==> src/rtl/input_controller_if.sv <==
// ----------------------------------------------------------------------------
// input_controller_if
// Bundles the FIFO-side, allocator-side and crossbar-side signals of one
// NoC router input port controller.
//   Data_in  [7:0] : FIFO head (first-word-fall-through), valid when !empty
//   empty          : FIFO empty flag
//   grant          : switch-allocator grant for the pending request
//   Data_out [7:0] : flit driven toward the crossbar
//   read           : one-cycle FIFO pop pulse
//   register [2:0] : requested output port (111 = no request)
// Modports:
//   master : the controller itself (drives Data_out/read/register)
//   slave  : the surrounding FIFO/allocator/crossbar (drives Data_in/empty/grant)
// ----------------------------------------------------------------------------
interface input_controller_if;
    logic [7:0] Data_in;
    logic       empty;
    logic       grant;
    logic [7:0] Data_out;
    logic       read;
    logic [2:0] register;

    modport master (
        input  Data_in,
        input  empty,
        input  grant,
        output Data_out,
        output read,
        output register
    );

    modport slave (
        output Data_in,
        output empty,
        output grant,
        input  Data_out,
        input  read,
        input  register
    );
endinterface

==> src/rtl/input_controller.sv <==
// ----------------------------------------------------------------------------
// input_controller
// Per-input-port controller of a 4x4 mesh NoC router. Pops one 8-bit flit
// at a time from the input FIFO, computes its output port with XY
// dimension-ordered routing, requests that port from the switch allocator
// and, once granted, presents the flit to the crossbar for one cycle.
// Ports:
//   clk      : rising-edge clock
//   rst      : synchronous active-high reset
//   X_cur    : this router's X coordinate (static)
//   Y_cur    : this router's Y coordinate (static)
//   bus      : input_controller_if.master (FIFO, allocator, crossbar signals)
// Flit layout: [1:0] x_des, [3:2] y_des, [7:4] payload.
// Port code:  000 Local, 001 East, 010 West, 011 North, 100 South, 111 none.
// ----------------------------------------------------------------------------
module input_controller (
    input  logic                      clk,
    input  logic                      rst,
    input  logic [1:0]                X_cur,
    input  logic [1:0]                Y_cur,
    input_controller_if.master        bus
);

    localparam logic [2:0] PORT_LOCAL = 3'b000;
    localparam logic [2:0] PORT_EAST  = 3'b001;
    localparam logic [2:0] PORT_WEST  = 3'b010;
    localparam logic [2:0] PORT_NORTH = 3'b011;
    localparam logic [2:0] PORT_SOUTH = 3'b100;
    localparam logic [2:0] PORT_NONE  = 3'b111;

    typedef enum logic [1:0] {
        ST_IDLE = 2'b00,
        ST_REQ  = 2'b01,
        ST_SEND = 2'b10
    } state_t;

    // XY routing: X is resolved first, Y only when X already matches.
    function automatic logic [2:0] xy_route(
        input logic [1:0] x_des,
        input logic [1:0] y_des,
        input logic [1:0] x_cur,
        input logic [1:0] y_cur
    );
        logic [2:0] port;
        if (x_des > x_cur) begin
            port = PORT_EAST;
        end else if (x_des < x_cur) begin
            port = PORT_WEST;
        end else if (y_des > y_cur) begin
            port = PORT_NORTH;
        end else if (y_des < y_cur) begin
            port = PORT_SOUTH;
        end else begin
            port = PORT_LOCAL;
        end
        return port;
    endfunction

    state_t     r_state;
    state_t     w_state_nxt;
    logic [7:0] r_flit;
    logic [7:0] w_flit_nxt;
    logic [7:0] r_data_out;
    logic [7:0] w_data_out_nxt;
    logic [2:0] r_register;
    logic [2:0] w_register_nxt;
    logic       r_read;
    logic       w_read_nxt;
    logic [2:0] w_route;

    // Route of the current FIFO head; only used at the pop edge.
    always_comb begin
        w_route = xy_route(bus.Data_in[1:0], bus.Data_in[3:2], X_cur, Y_cur);
    end

    // Next-state and next-output logic; every register holds by default.
    always_comb begin
        w_state_nxt    = r_state;
        w_flit_nxt     = r_flit;
        w_data_out_nxt = r_data_out;
        w_register_nxt = r_register;
        w_read_nxt     = 1'b0;

        case (r_state)
            ST_IDLE: begin
                // grant is irrelevant here; only a non-empty FIFO starts a flit
                if (!bus.empty) begin
                    w_flit_nxt     = bus.Data_in;
                    w_register_nxt = w_route;
                    w_read_nxt     = 1'b1;
                    w_state_nxt    = ST_REQ;
                end else begin
                    w_register_nxt = PORT_NONE;
                    w_state_nxt    = ST_IDLE;
                end
            end
            ST_REQ: begin
                // Request stays up until granted; the FIFO head is ignored
                // because the flit has already been popped and latched.
                if (bus.grant) begin
                    w_data_out_nxt = r_flit;
                    w_state_nxt    = ST_SEND;
                end else begin
                    w_state_nxt    = ST_REQ;
                end
            end
            ST_SEND: begin
                // Single transfer cycle; register kept stable until now so
                // the crossbar select does not move under the flit.
                w_register_nxt = PORT_NONE;
                w_state_nxt    = ST_IDLE;
            end
            default: begin
                w_register_nxt = PORT_NONE;
                w_state_nxt    = ST_IDLE;
            end
        endcase
    end

    // State and output registers with synchronous reset.
    always_ff @(posedge clk) begin
        if (rst) begin
            r_state    <= ST_IDLE;
            r_flit     <= 8'h00;
            r_data_out <= 8'h00;
            r_register <= PORT_NONE;
            r_read     <= 1'b0;
        end else begin
            r_state    <= w_state_nxt;
            r_flit     <= w_flit_nxt;
            r_data_out <= w_data_out_nxt;
            r_register <= w_register_nxt;
            r_read     <= w_read_nxt;
        end
    end

    assign bus.Data_out = r_data_out;
    assign bus.read     = r_read;
    assign bus.register = r_register;

endmodule

==> src/flat_wrapper.sv <==
// flat-port wrapper written by rule: the top's interface ports become plain ports
module input_controller_flat 
  (clk, rst, X_cur, Y_cur, bus_Data_in, bus_empty, bus_grant, bus_Data_out, bus_read, bus_register);
  input_controller_if bus_i ();
  input  logic clk;
  input  logic rst;
  input  logic [1:0] X_cur;
  input  logic [1:0] Y_cur;
  input wire logic [$bits(bus_i.Data_in)-1:0] bus_Data_in;
  input wire logic [$bits(bus_i.empty)-1:0] bus_empty;
  input wire logic [$bits(bus_i.grant)-1:0] bus_grant;
  output wire logic [$bits(bus_i.Data_out)-1:0] bus_Data_out;
  output wire logic [$bits(bus_i.read)-1:0] bus_read;
  output wire logic [$bits(bus_i.register)-1:0] bus_register;
  assign bus_i.Data_in = bus_Data_in;
  assign bus_i.empty = bus_empty;
  assign bus_i.grant = bus_grant;
  assign bus_Data_out = bus_i.Data_out;
  assign bus_read = bus_i.read;
  assign bus_register = bus_i.register;
  input_controller u_core (.clk(clk), .rst(rst), .X_cur(X_cur), .Y_cur(Y_cur), .bus(bus_i));
endmodule
==> config.mk <==
export PLATFORM = sky130hd
export DESIGN_NAME = input_controller_flat
export DESIGN_NICKNAME = d
export VERILOG_FILES = /design/src/rtl/input_controller_if.sv /design/src/rtl/input_controller.sv /design/src/flat_wrapper.sv
export SDC_FILE = /design/constraint.sdc
export NUM_CORES = 1
export LEC_CHECK = 0
export CAP_MARGIN = 20
export CORE_MARGIN = 2
export CORE_UTILIZATION = 44
export CTS_CLUSTER_DIAMETER = 150
export DETAILED_ROUTE_END_ITERATION = 10
export PLACE_DENSITY = 0.77
export SYNTH_ARGS = -nofsm -noshare
export SYNTH_HDL_FRONTEND = slang
export SYNTH_SLANG_ARGS = --single-unit
==> constraint.sdc <==
create_clock -name clk -period 1.6 [get_ports clk]
set_input_delay 0.32 -clock clk [delete_from_list [all_inputs] [get_ports clk]]
set_output_delay 0.32 -clock clk [all_outputs]
set_load 0.1 [all_outputs]
==> flow_summary.toml <==
[placed_design]
setup_slack_at_placement_ps = -266
post-dp-hpwl_mm = 1.48
gp_routability_congestion = 0.765
port_buffers = 27
placed_cells_incl_taps = 158
post_dp_area_um2 = 1370

[sta]
totalNegativeSetupSlack_ps = 0
fmaxAchievable_mhz = 675
hold_viol = 0
final_clock_skew_ps = 4.72
setup_violations = 0
period_minus_slack_ps = 1480
worst_pin_slew_ps = 347
holdWs_ps = 457
slew_violations = 0
timing.max_slew.rel_slack_pct = 76.8
finalWorstSetupSlack_ps = 118
rsz0062_at_grt = "false"
post_route_clock_period_utilization_pct = 92.6

[power]
power.total_mw = 1.17
irDropWorstVdd_mv = 0.599
power_density_nw_per_um2 = 828
static-leakage-power_nw = 0.641

[global_routing]
gr-usage-all-layers_pct = 16.0
first_global_vias = 761
grt_start_max_net_pins = 13
gr-total-overflow = 0
grt_first_pass_wirelength_mm = 3.09
antenna_found_initial = 0

[logic_synthesis]
post_synth_inst_count = 99
ff_latch_count_synth = 22
yosys.area_share.simple_pct = 22.1
synth_area_um2 = 901
yosysWarnings = 0
syn_area_per_cell_um2 = 9.10
synth_xor_area_share_pct = 0
synth-compound-area-share_pct = 9.72
dominant_combinational_cell_family_by_area_after_synthesis = "simple AND/OR/NAND/NOR gates"
synthAdderAreaFrac_pct = 5.56
yosys.cell_types.count = 23
synth.mux.area_fraction_pct = 8.89
synth-seq-area-share_pct = 48.9
synthesis.nets = 119

[floorplan]
ios = 28
floorplan.die_area_um2 = 2430
placeable_core_area_um2 = 1940
floorplan.die.width_um = 49.3
die_height_um = 49.3
num_rows = 16
initial_core_util_pct = 46.4

[detailed_routing]
via_density = 4.86
ant_nets = 0
routed-via-count = 787
drt_pass1_iterations = 4
routed_wire_length_per_instance_um = 10.9
drt-total-wl_mm = 1.77
detail_route.drc_violations = 0
drt-initial-drc-count = 8

[cells_and_area]
layout.cells.non_filler = 162
postLayoutCellArea_um2 = 1410
antennaDiodeCount = 0
nets = 156
drive_above_1_share_pct = 22.2
layout.core_utilization_pct = 72.7
area_growth_pct = 56.7

[worst_hold_path]
worst_min_delay_path_category = "register to register"
hold_path_depth = 2
hold-path-endpoint = "u_core.r_flit[5]"
timing.hold.worst.start = "u_core.r_flit[5]"

[clocking]
cts_tree = "done"
cts.path.max_buffers = 2
cts.repair.resized = 0
hold_buffers = 0
cts-htree-levels = 1
postCtsSetupBuffers = 0
insertion_delay_of_the_later_clocked_pin_in_the_worst_skew_pair_ps = 300
post_cts_clock_slew_at_the_launch_and_capture_registers_of_the_worst_setup_and_hold_paths_ps = 110
clock_sink_total = 22
cts_buffers = 3
cts-root-buf = "clkbuf_4"

[run_status]
run_status = "finished clean"

[setup_path]
end_kind = "register"
worst_ep_required_time_ps = 1800
cp_max_fo = 2
reg2reg_setup_slack_ps = 310
rr_worst_depth = 4
path_class = "input port to register"
wp_data_arrival_ps = 1690
reg_to_reg_end = "u_core.r_flit[0]"
crit_path_start_kind = "input port"
worstReg2RegStart = "u_core.r_state[1]"

[run]
max_cap_viol_count = 0
area by class of cell:
cell class                 instances  area, µm²
timing repair buffer              36        458
multi-input combinational         68        424
fill                             148        531
clock buffer                       4       36.3
sequential                        22        440
inverter                           5       18.8
tap                               27       33.8
critical path: stages:
cell             delay, ps
clkdlybuf4s50_1        460
inv_1                   40
ha_1                   270
nor2b_2                170
o2111ai_1              160
nor3b_2                180
o21bai_1                80
placed cells by master, fill, tap and decap left out:
| cell | n |
|---|---|
| clkbuf_8 | 1 |
| nor2_1 | 14 |
| o2111ai_1 | 1 |
| inv_1 | 5 |
| o31ai_1 | 1 |
| dfxtp_1 | 22 |
| buf_12 | 12 |
| o21ai_0 | 1 |
| a21oi_1 | 10 |
| buf_4 | 9 |
| nor2_8 | 1 |
| or3_1 | 1 |
| nor3b_2 | 1 |
| nand3b_1 | 1 |
| nor3_2 | 2 |
| clkdlybuf4s50_1 | 15 |
| nand2b_1 | 1 |
| o21bai_1 | 1 |
| clkbuf_4 | 3 |
| o31a_1 | 1 |
| nand2_1 | 18 |
| nor3_1 | 1 |
| nor2b_2 | 1 |
| ha_1 | 4 |
| mux2i_1 | 8 |
logic make-up after synthesis:
group,count (synthesis)
adder cells (fa/ha/maj),4
multiplexers,8
AO/OA/AOI/OAI,15
AND/OR/NAND/NOR,41
buffers and inverters,9
flip-flops,22
worst max path at each step:
| stage | from | to | slack [ps] | cells after the start |
|---|---|---|---|---|
| after floorplan | u_core.bus.register[2] | u_core.bus.register[2] | 340 | 2 |
| after global placement | Y_cur[1] | u_core.bus.register[1] | -160 | 7 |
| after detailed placement | Y_cur[1] | u_core.bus.register[2] | -270 | 7 |
| after CTS | Y_cur[1] | u_core.bus.register[2] | 60 | 7 |
| after global routing | bus_Data_in[0] | u_core.bus.register[0] | 50 | 7 |
| final | Y_cur[1] | u_core.bus.register[1] | 120 | 7 |
cell usage after synthesis:
library cell | n | area, µm²
dfxtp_1 | 22 | 440
nand2_1 | 18 | 67.6
nor2_1 | 14 | 52.6
a21oi_1 | 10 | 50.1
mux2i_1 | 8 | 80.1
inv_1 | 5 | 18.8
ha_1 | 4 | 50.1
buf_2 | 2 | 10.0
nor3_1 | 2 | 10.0
buf_6 | 1 | 11.3
clkbuf_1 | 1 | 3.75
nand2b_1 | 1 | 6.26
nand3b_1 | 1 | 7.51
nor2_8 | 1 | 20.0
nor2b_1 | 1 | 6.26
nor3_2 | 1 | 10.0
nor3b_2 | 1 | 12.5
o2111ai_1 | 1 | 8.76
o21ai_0 | 1 | 5.00
o21bai_1 | 1 | 7.51
o31a_1 | 1 | 8.76
o31ai_1 | 1 | 7.51
or3_1 | 1 | 6.26
flip-flops by register name, summed over array words and instances (netlist names):
name and cells:
u_core.bus.Data_out 8, u_core.bus.read 1, u_core.bus.register 3, u_core.r_flit 8, u_core.r_state 2
per-layer routing:
layer | track usage [%] | share of wire [%] | vias to the layer above
li1 | - | - | 402
met1 | 18.5 | 42 | 360
met2 | 29.1 | 52 | 25
met3 | 3.07 | 6.2 | 0
met4 | 5.71 | 0 | 0
met5 | 0 | 0 | -
report_power, final:
part           switching (mW)  internal [mW]
clock network           0.154          0.139
logic                   0.155          0.127
registers              0.0191          0.573
No activity file was read; power rests on OpenSTA's default activity.
